<file path="src/rtl/instr_fetch_unit_if.sv">
// Instruction-memory read bus: the fetch unit drives the word index and the memory
// returns the instruction word in the same cycle.
interface instr_fetch_unit_if #(
  parameter int unsigned ADDR_W = 2
);
  logic [ADDR_W-1:0] imem_addr;
  logic [31:0]       imem_data;

  modport master (
    output imem_addr,
    input  imem_data
  );

  modport slave (
    input  imem_addr,
    output imem_data
  );
endinterface

</file>
<file path="src/rtl/instr_fetch_unit.sv">
// Fetch stage: owns the PC, reads instruction memory combinationally and loads the IF/ID
// register, with load-use stall and branch redirect (which flushes IF/ID).
module instr_fetch_unit #(
  parameter int unsigned ADDR_W    = 2,
  parameter logic [31:0] RESET_PC  = 32'h0000_0000,
  parameter logic [31:0] NOP_INSTR = 32'h0000_0000
) (
  input  logic                clk,
  input  logic                reset,
  instr_fetch_unit_if.master  imem,
  input  logic                stall,
  input  logic                branch_taken,
  input  logic [31:0]         branch_target,
  output logic [31:0]         if_id_instr,
  output logic [31:0]         if_id_pc,
  output logic [31:0]         if_id_pc_plus4,
  output logic                if_id_valid,
  output logic [31:0]         fetch_count
);

  logic [31:0] pc_q, pc_d;
  logic [31:0] instr_q, instr_d;
  logic [31:0] id_pc_q, id_pc_d;
  logic [31:0] id_pc4_q, id_pc4_d;
  logic        valid_q, valid_d;
  logic [31:0] count_q, count_d;
  logic [31:0] pc_plus4;

  assign pc_plus4       = pc_q + 32'd4;
  // Index wraps naturally because only the low word-index bits of the PC are used.
  assign imem.imem_addr = pc_q[ADDR_W+1:2];

  always_comb begin
    pc_d     = pc_q;
    instr_d  = instr_q;
    id_pc_d  = id_pc_q;
    id_pc4_d = id_pc4_q;
    valid_d  = valid_q;
    count_d  = count_q;
    if (branch_taken) begin
      // Redirect wins over stall; the word fetched this cycle is on the wrong path.
      pc_d     = {branch_target[31:2], 2'b00};
      instr_d  = NOP_INSTR;
      id_pc_d  = 32'd0;
      id_pc4_d = 32'd0;
      valid_d  = 1'b0;
    end else if (!stall) begin
      pc_d     = pc_plus4;
      instr_d  = imem.imem_data;
      id_pc_d  = pc_q;
      id_pc4_d = pc_plus4;
      valid_d  = 1'b1;
      count_d  = count_q + 32'd1;
    end
  end

  always_ff @(posedge clk or posedge reset) begin
    if (reset) begin
      pc_q     <= RESET_PC;
      instr_q  <= NOP_INSTR;
      id_pc_q  <= 32'd0;
      id_pc4_q <= 32'd0;
      valid_q  <= 1'b0;
      count_q  <= 32'd0;
    end else begin
      pc_q     <= pc_d;
      instr_q  <= instr_d;
      id_pc_q  <= id_pc_d;
      id_pc4_q <= id_pc4_d;
      valid_q  <= valid_d;
      count_q  <= count_d;
    end
  end

  assign if_id_instr    = instr_q;
  assign if_id_pc       = id_pc_q;
  assign if_id_pc_plus4 = id_pc4_q;
  assign if_id_valid    = valid_q;
  assign fetch_count    = count_q;

endmodule

</file>
<file path="src/flat_wrapper.sv">
// flat-port wrapper written by rule: the top's interface ports become plain ports
module instr_fetch_unit_flat 
#(
  parameter int unsigned ADDR_W    = 2,
  parameter logic [31:0] RESET_PC  = 32'h0000_0000,
  parameter logic [31:0] NOP_INSTR = 32'h0000_0000
)
  (clk, reset, stall, branch_taken, branch_target, if_id_instr, if_id_pc, if_id_pc_plus4, if_id_valid, fetch_count, imem_imem_addr, imem_imem_data);
  instr_fetch_unit_if #(.ADDR_W(ADDR_W)) imem_i ();
  input  logic clk;
  input  logic reset;
  input  logic stall;
  input  logic branch_taken;
  input  logic [31:0] branch_target;
  output logic [31:0] if_id_instr;
  output logic [31:0] if_id_pc;
  output logic [31:0] if_id_pc_plus4;
  output logic if_id_valid;
  output logic [31:0] fetch_count;
  output wire logic [$bits(imem_i.imem_addr)-1:0] imem_imem_addr;
  input wire logic [$bits(imem_i.imem_data)-1:0] imem_imem_data;
  assign imem_imem_addr = imem_i.imem_addr;
  assign imem_i.imem_data = imem_imem_data;
  instr_fetch_unit #(.ADDR_W(ADDR_W), .RESET_PC(RESET_PC), .NOP_INSTR(NOP_INSTR)) u_core (.clk(clk), .reset(reset), .imem(imem_i), .stall(stall), .branch_taken(branch_taken), .branch_target(branch_target), .if_id_instr(if_id_instr), .if_id_pc(if_id_pc), .if_id_pc_plus4(if_id_pc_plus4), .if_id_valid(if_id_valid), .fetch_count(fetch_count));
endmodule
</file>
<file path="config.mk">
export PLATFORM = sky130hd
export DESIGN_NAME = instr_fetch_unit_flat
export DESIGN_NICKNAME = d
export VERILOG_FILES = /design/src/rtl/instr_fetch_unit_if.sv /design/src/rtl/instr_fetch_unit.sv /design/src/flat_wrapper.sv
export SDC_FILE = /design/constraint.sdc
export NUM_CORES = 1
export LEC_CHECK = 0
export CORE_UTILIZATION = 53
export DETAILED_ROUTE_END_ITERATION = 10
export PLACE_DENSITY_LB_ADDON = 0.15
export SKIP_CTS_REPAIR_TIMING = 1
export SLEW_MARGIN = 10
export SYNTH_ARGS = -nofsm -noshare
export SYNTH_HDL_FRONTEND = slang
export SYNTH_SLANG_ARGS = --single-unit
export TNS_END_PERCENT = 100
</file>
<file path="constraint.sdc">
create_clock -name clk -period 15 [get_ports clk]
set_clock_uncertainty 0.05 [all_clocks]
set_input_delay 2.25 -clock clk [delete_from_list [all_inputs] [get_ports clk]]
set_output_delay 2.25 -clock clk [all_outputs]
set_load 0.01 [all_outputs]
</file>
==> flow_summary.yaml <==
place:
  pre_cts_slack_ns: 10.35
  portBuffers: 196
  post-dp-hpwl_mm: 13.3
  gp_congestion: 0.845
clocking:
  path_clk_slew_ns: 0.06
  insertion_delay_ns: 0.42
  cts_buffer_depth: 2
  htreeDepth: 4
  numCtsBuffers: 17
  cts_root_buf: "clkbuf_16"
  cts_tree: "yes"
  cts.sinks: 156
routing:
  vias: 6497
  drt_pre_antenna_iters: 5
  post_drt_via_cell_ratio: 5.90
  remaining_drc_errors: 0
  drt_iter0_markers: 402
  finalWirelength_mm: 20.4
  routedWlPerCell_um: 18.5
  final_antenna_net_count: 0
synth:
  synthesis.nets: 824
  synthDistinctLibCells: 69
  yosys_warnings: 0
  ys_ff_latch: 156
  synthArstFlopShare: 1.00
  ys_seq_area_frac: 0.511
  synthCells: 754
  syn_area_um2: 7640
  synth_edf_count: 0
  synthTopCellsByArea: "dfrtp_1 (51%), mux2i_1 (7.2%), nor2_1 (5.3%), xnor2_1 (3.8%), nand2_1 (2.6%)"
  netlist.area_leader.share: 0.511
  synth.avg_cell_area_um2: 10.1
  yosysTopAreaCell: "dfrtp_1"
  synthFlopType: "dfrtp_1"
status:
  outcome: "finished, final reports clean"
die:
  initial_core_util: 0.546
  core_area_um2: 14000
  std_cell_rows: 43
  die_area_um2: 14900
  die_y_um: 122
  ios: 199
  die_x_um: 122
timing:
  rsz0062_at_grt: "no"
  fin_crit_sh: 0.285
  tightest_slew_ns: 0.990
  relSlewSlack: 0.340
  slew_viol_final: 0
  finalSetupViolations: 0
  setup_tns_ns: 0
  timing.fmax_ghz: 0.234
  finalHoldViolations: 0
  period_needed_ns: 4.27
  setup_slack_ns: 10.73
power_and_ir_drop:
  vdd.ir_drop.worst_mv: 0.0841
  leakage_nw: 4.39
  power_density_nw_per_um2: 113
worst_setup_path:
  crit_required_ns: 15.26
  critical_path_arrival_ns: 4.54
  crit_path_start_kind: "input port"
  path_class: "in -> reg"
  crit_fanout: 64
  critPathCaptureType: "flip-flop"
global_routing:
  grt_pass1_wl_mm: 32.5
  grt-ovfl-total: 0
  grt-busiest-layer: "met2"
  met3_usage: 0.0843
  grt_pass1_vias: 6472
  grt_max_degree: 90
  use_met2: 0.464
  grt_usage: 0.284
  grt_antenna_before_repair: 0
  grt_util_met1: 0.349
finish:
  n_antenna_cell: 0
  drive_gt1_frac: 0.0695
  area_delta_synth_final_pct: 33.8
  final_nets: 978
  n_fill_cell: 1014
min_path:
  hold_path.class: "reg -> reg"
flow_run:
  drv_cap: 0
layer usage:
layer  vias up  share of wire
li1       2985              -
met1      3196           0.41
met2       276           0.49
met3        40          0.081
met4         0          0.022
met5         -              0
synth_stat cells, types with 5 or more instances:
library cell and n:
a311oi_1 9, and3_1 7, a21oi_1 15, clkbuf_1 27
a211oi_1 10, nor4_1 8, xnor2_1 33, o21ai_0 19
inv_1 12, o31ai_1 5, mux2i_1 55, and4_1 11
nand3_1 30, or4_1 8, nand2_1 52, buf_1 5
xor2_1 21, nor3_1 20, nor2b_1 6, nand4_1 22
buf_2 27, nor2_1 108, dfrtp_1 156, a31oi_1 10
buf_4 5
through the flow:
step                std cells  hold slack, ns  instance area [um^2]  power [W]   util
floorplan                 754           0.458                  7640   0.000583      -
global placement         1069           0.413                  9560   0.000668  0.683
detailed placement       1069           0.420                  9560   0.000676  0.683
CTS                      1101           0.434                 10200    0.00116  0.731
global route             1101           0.452                 10200    0.00120  0.731
finish                   1101           0.431                 10200    0.00116  0.731
cells by family after synthesis:
group,count (synthesis),share of synthesized area
xor gates and xnor gates,54,0.0619
DFF,156,0.511
and+or+nand+nor,310,0.214
buffers and inverters,77,0.0447
adders and majority gates,2,0.00327
muxes,56,0.0735
AOI/OAI and AO/OA,99,0.0918
path summary, 6_finish.rpt:
path                                                        endpoint  slack (ns)  cells after the start                           start
worst max-delay path                     u_core.pc_q[28]$_DFFE_PP0N_       10.73                      5                           stall
worst min-delay path                  u_core.if_id_valid$_DFFE_PP0N_        0.43                      1  u_core.if_id_valid$_DFFE_PP0N_
worst max register to register           u_core.pc_q[28]$_DFFE_PP0N_       12.33                      5      u_core.pc_q[2]$_DFFE_PP0N_
worst min register to register        u_core.if_id_valid$_DFFE_PP0N_        0.43                      1  u_core.if_id_valid$_DFFE_PP0N_
max in group asynchronous       u_core.if_id_pc_plus4[8]$_DFFE_PP0N_       11.14                      3                           reset
min in group asynchronous         u_core.if_id_instr[22]$_DFFE_PP0N_        2.26                      2                           reset
placed cells by master (no fill, tap or decap), types with 17 or more instances in the layout:
| cell | Yosys | final |
|---|---|---|
| clkdlybuf4s50_1 | 0 | 194 |
| dfrtp_1 | 156 | 156 |
| nor2_1 | 108 | 108 |
| mux2i_1 | 55 | 55 |
| nand2_1 | 52 | 52 |
| xnor2_1 | 33 | 33 |
| nand3_1 | 30 | 30 |
| nand4_1 | 22 | 22 |
| xor2_1 | 21 | 21 |
| nor3_1 | 20 | 20 |
| o21ai_0 | 19 | 19 |
| clkbuf_16 | 0 | 17 |
state kept, by name, summed over array words and instances (netlist names):
| name | cells |
|---|---|
| u_core.if_id_pc_plus4 | 31 |
| u_core.if_id_instr | 32 |
| u_core.if_id_pc | 30 |
| u_core.if_id_valid | 1 |
| u_core.fetch_count | 32 |
| u_core.pc_q | 30 |
layout make-up:
class	count	area [um^2]	share of cell area
Multi-Input combinational cell	521	3400	0.332
Timing Repair Buffer	199	1980	0.194
Inverter	13	53.8	0.00526
Clock inverter	12	216	0.0212
Sequential cell	156	3900	0.382
Clock buffer	20	447	0.0437
Tap cell	180	225	0.0220
critical path: stages:
cell and delay (ns):
buf_4 0.52, buf_4 0.81, nor3_1 0.32, and3_1 0.28, a221o_1 0.28
power by group:
part           internal (W)  total (W)  switching (W)
Sequential         0.000453   0.000491      0.0000381
Combinational     0.0000942   0.000180      0.0000856
Clock              0.000316   0.000487       0.000172
Note: power is estimated with default switching activity, not from simulation.
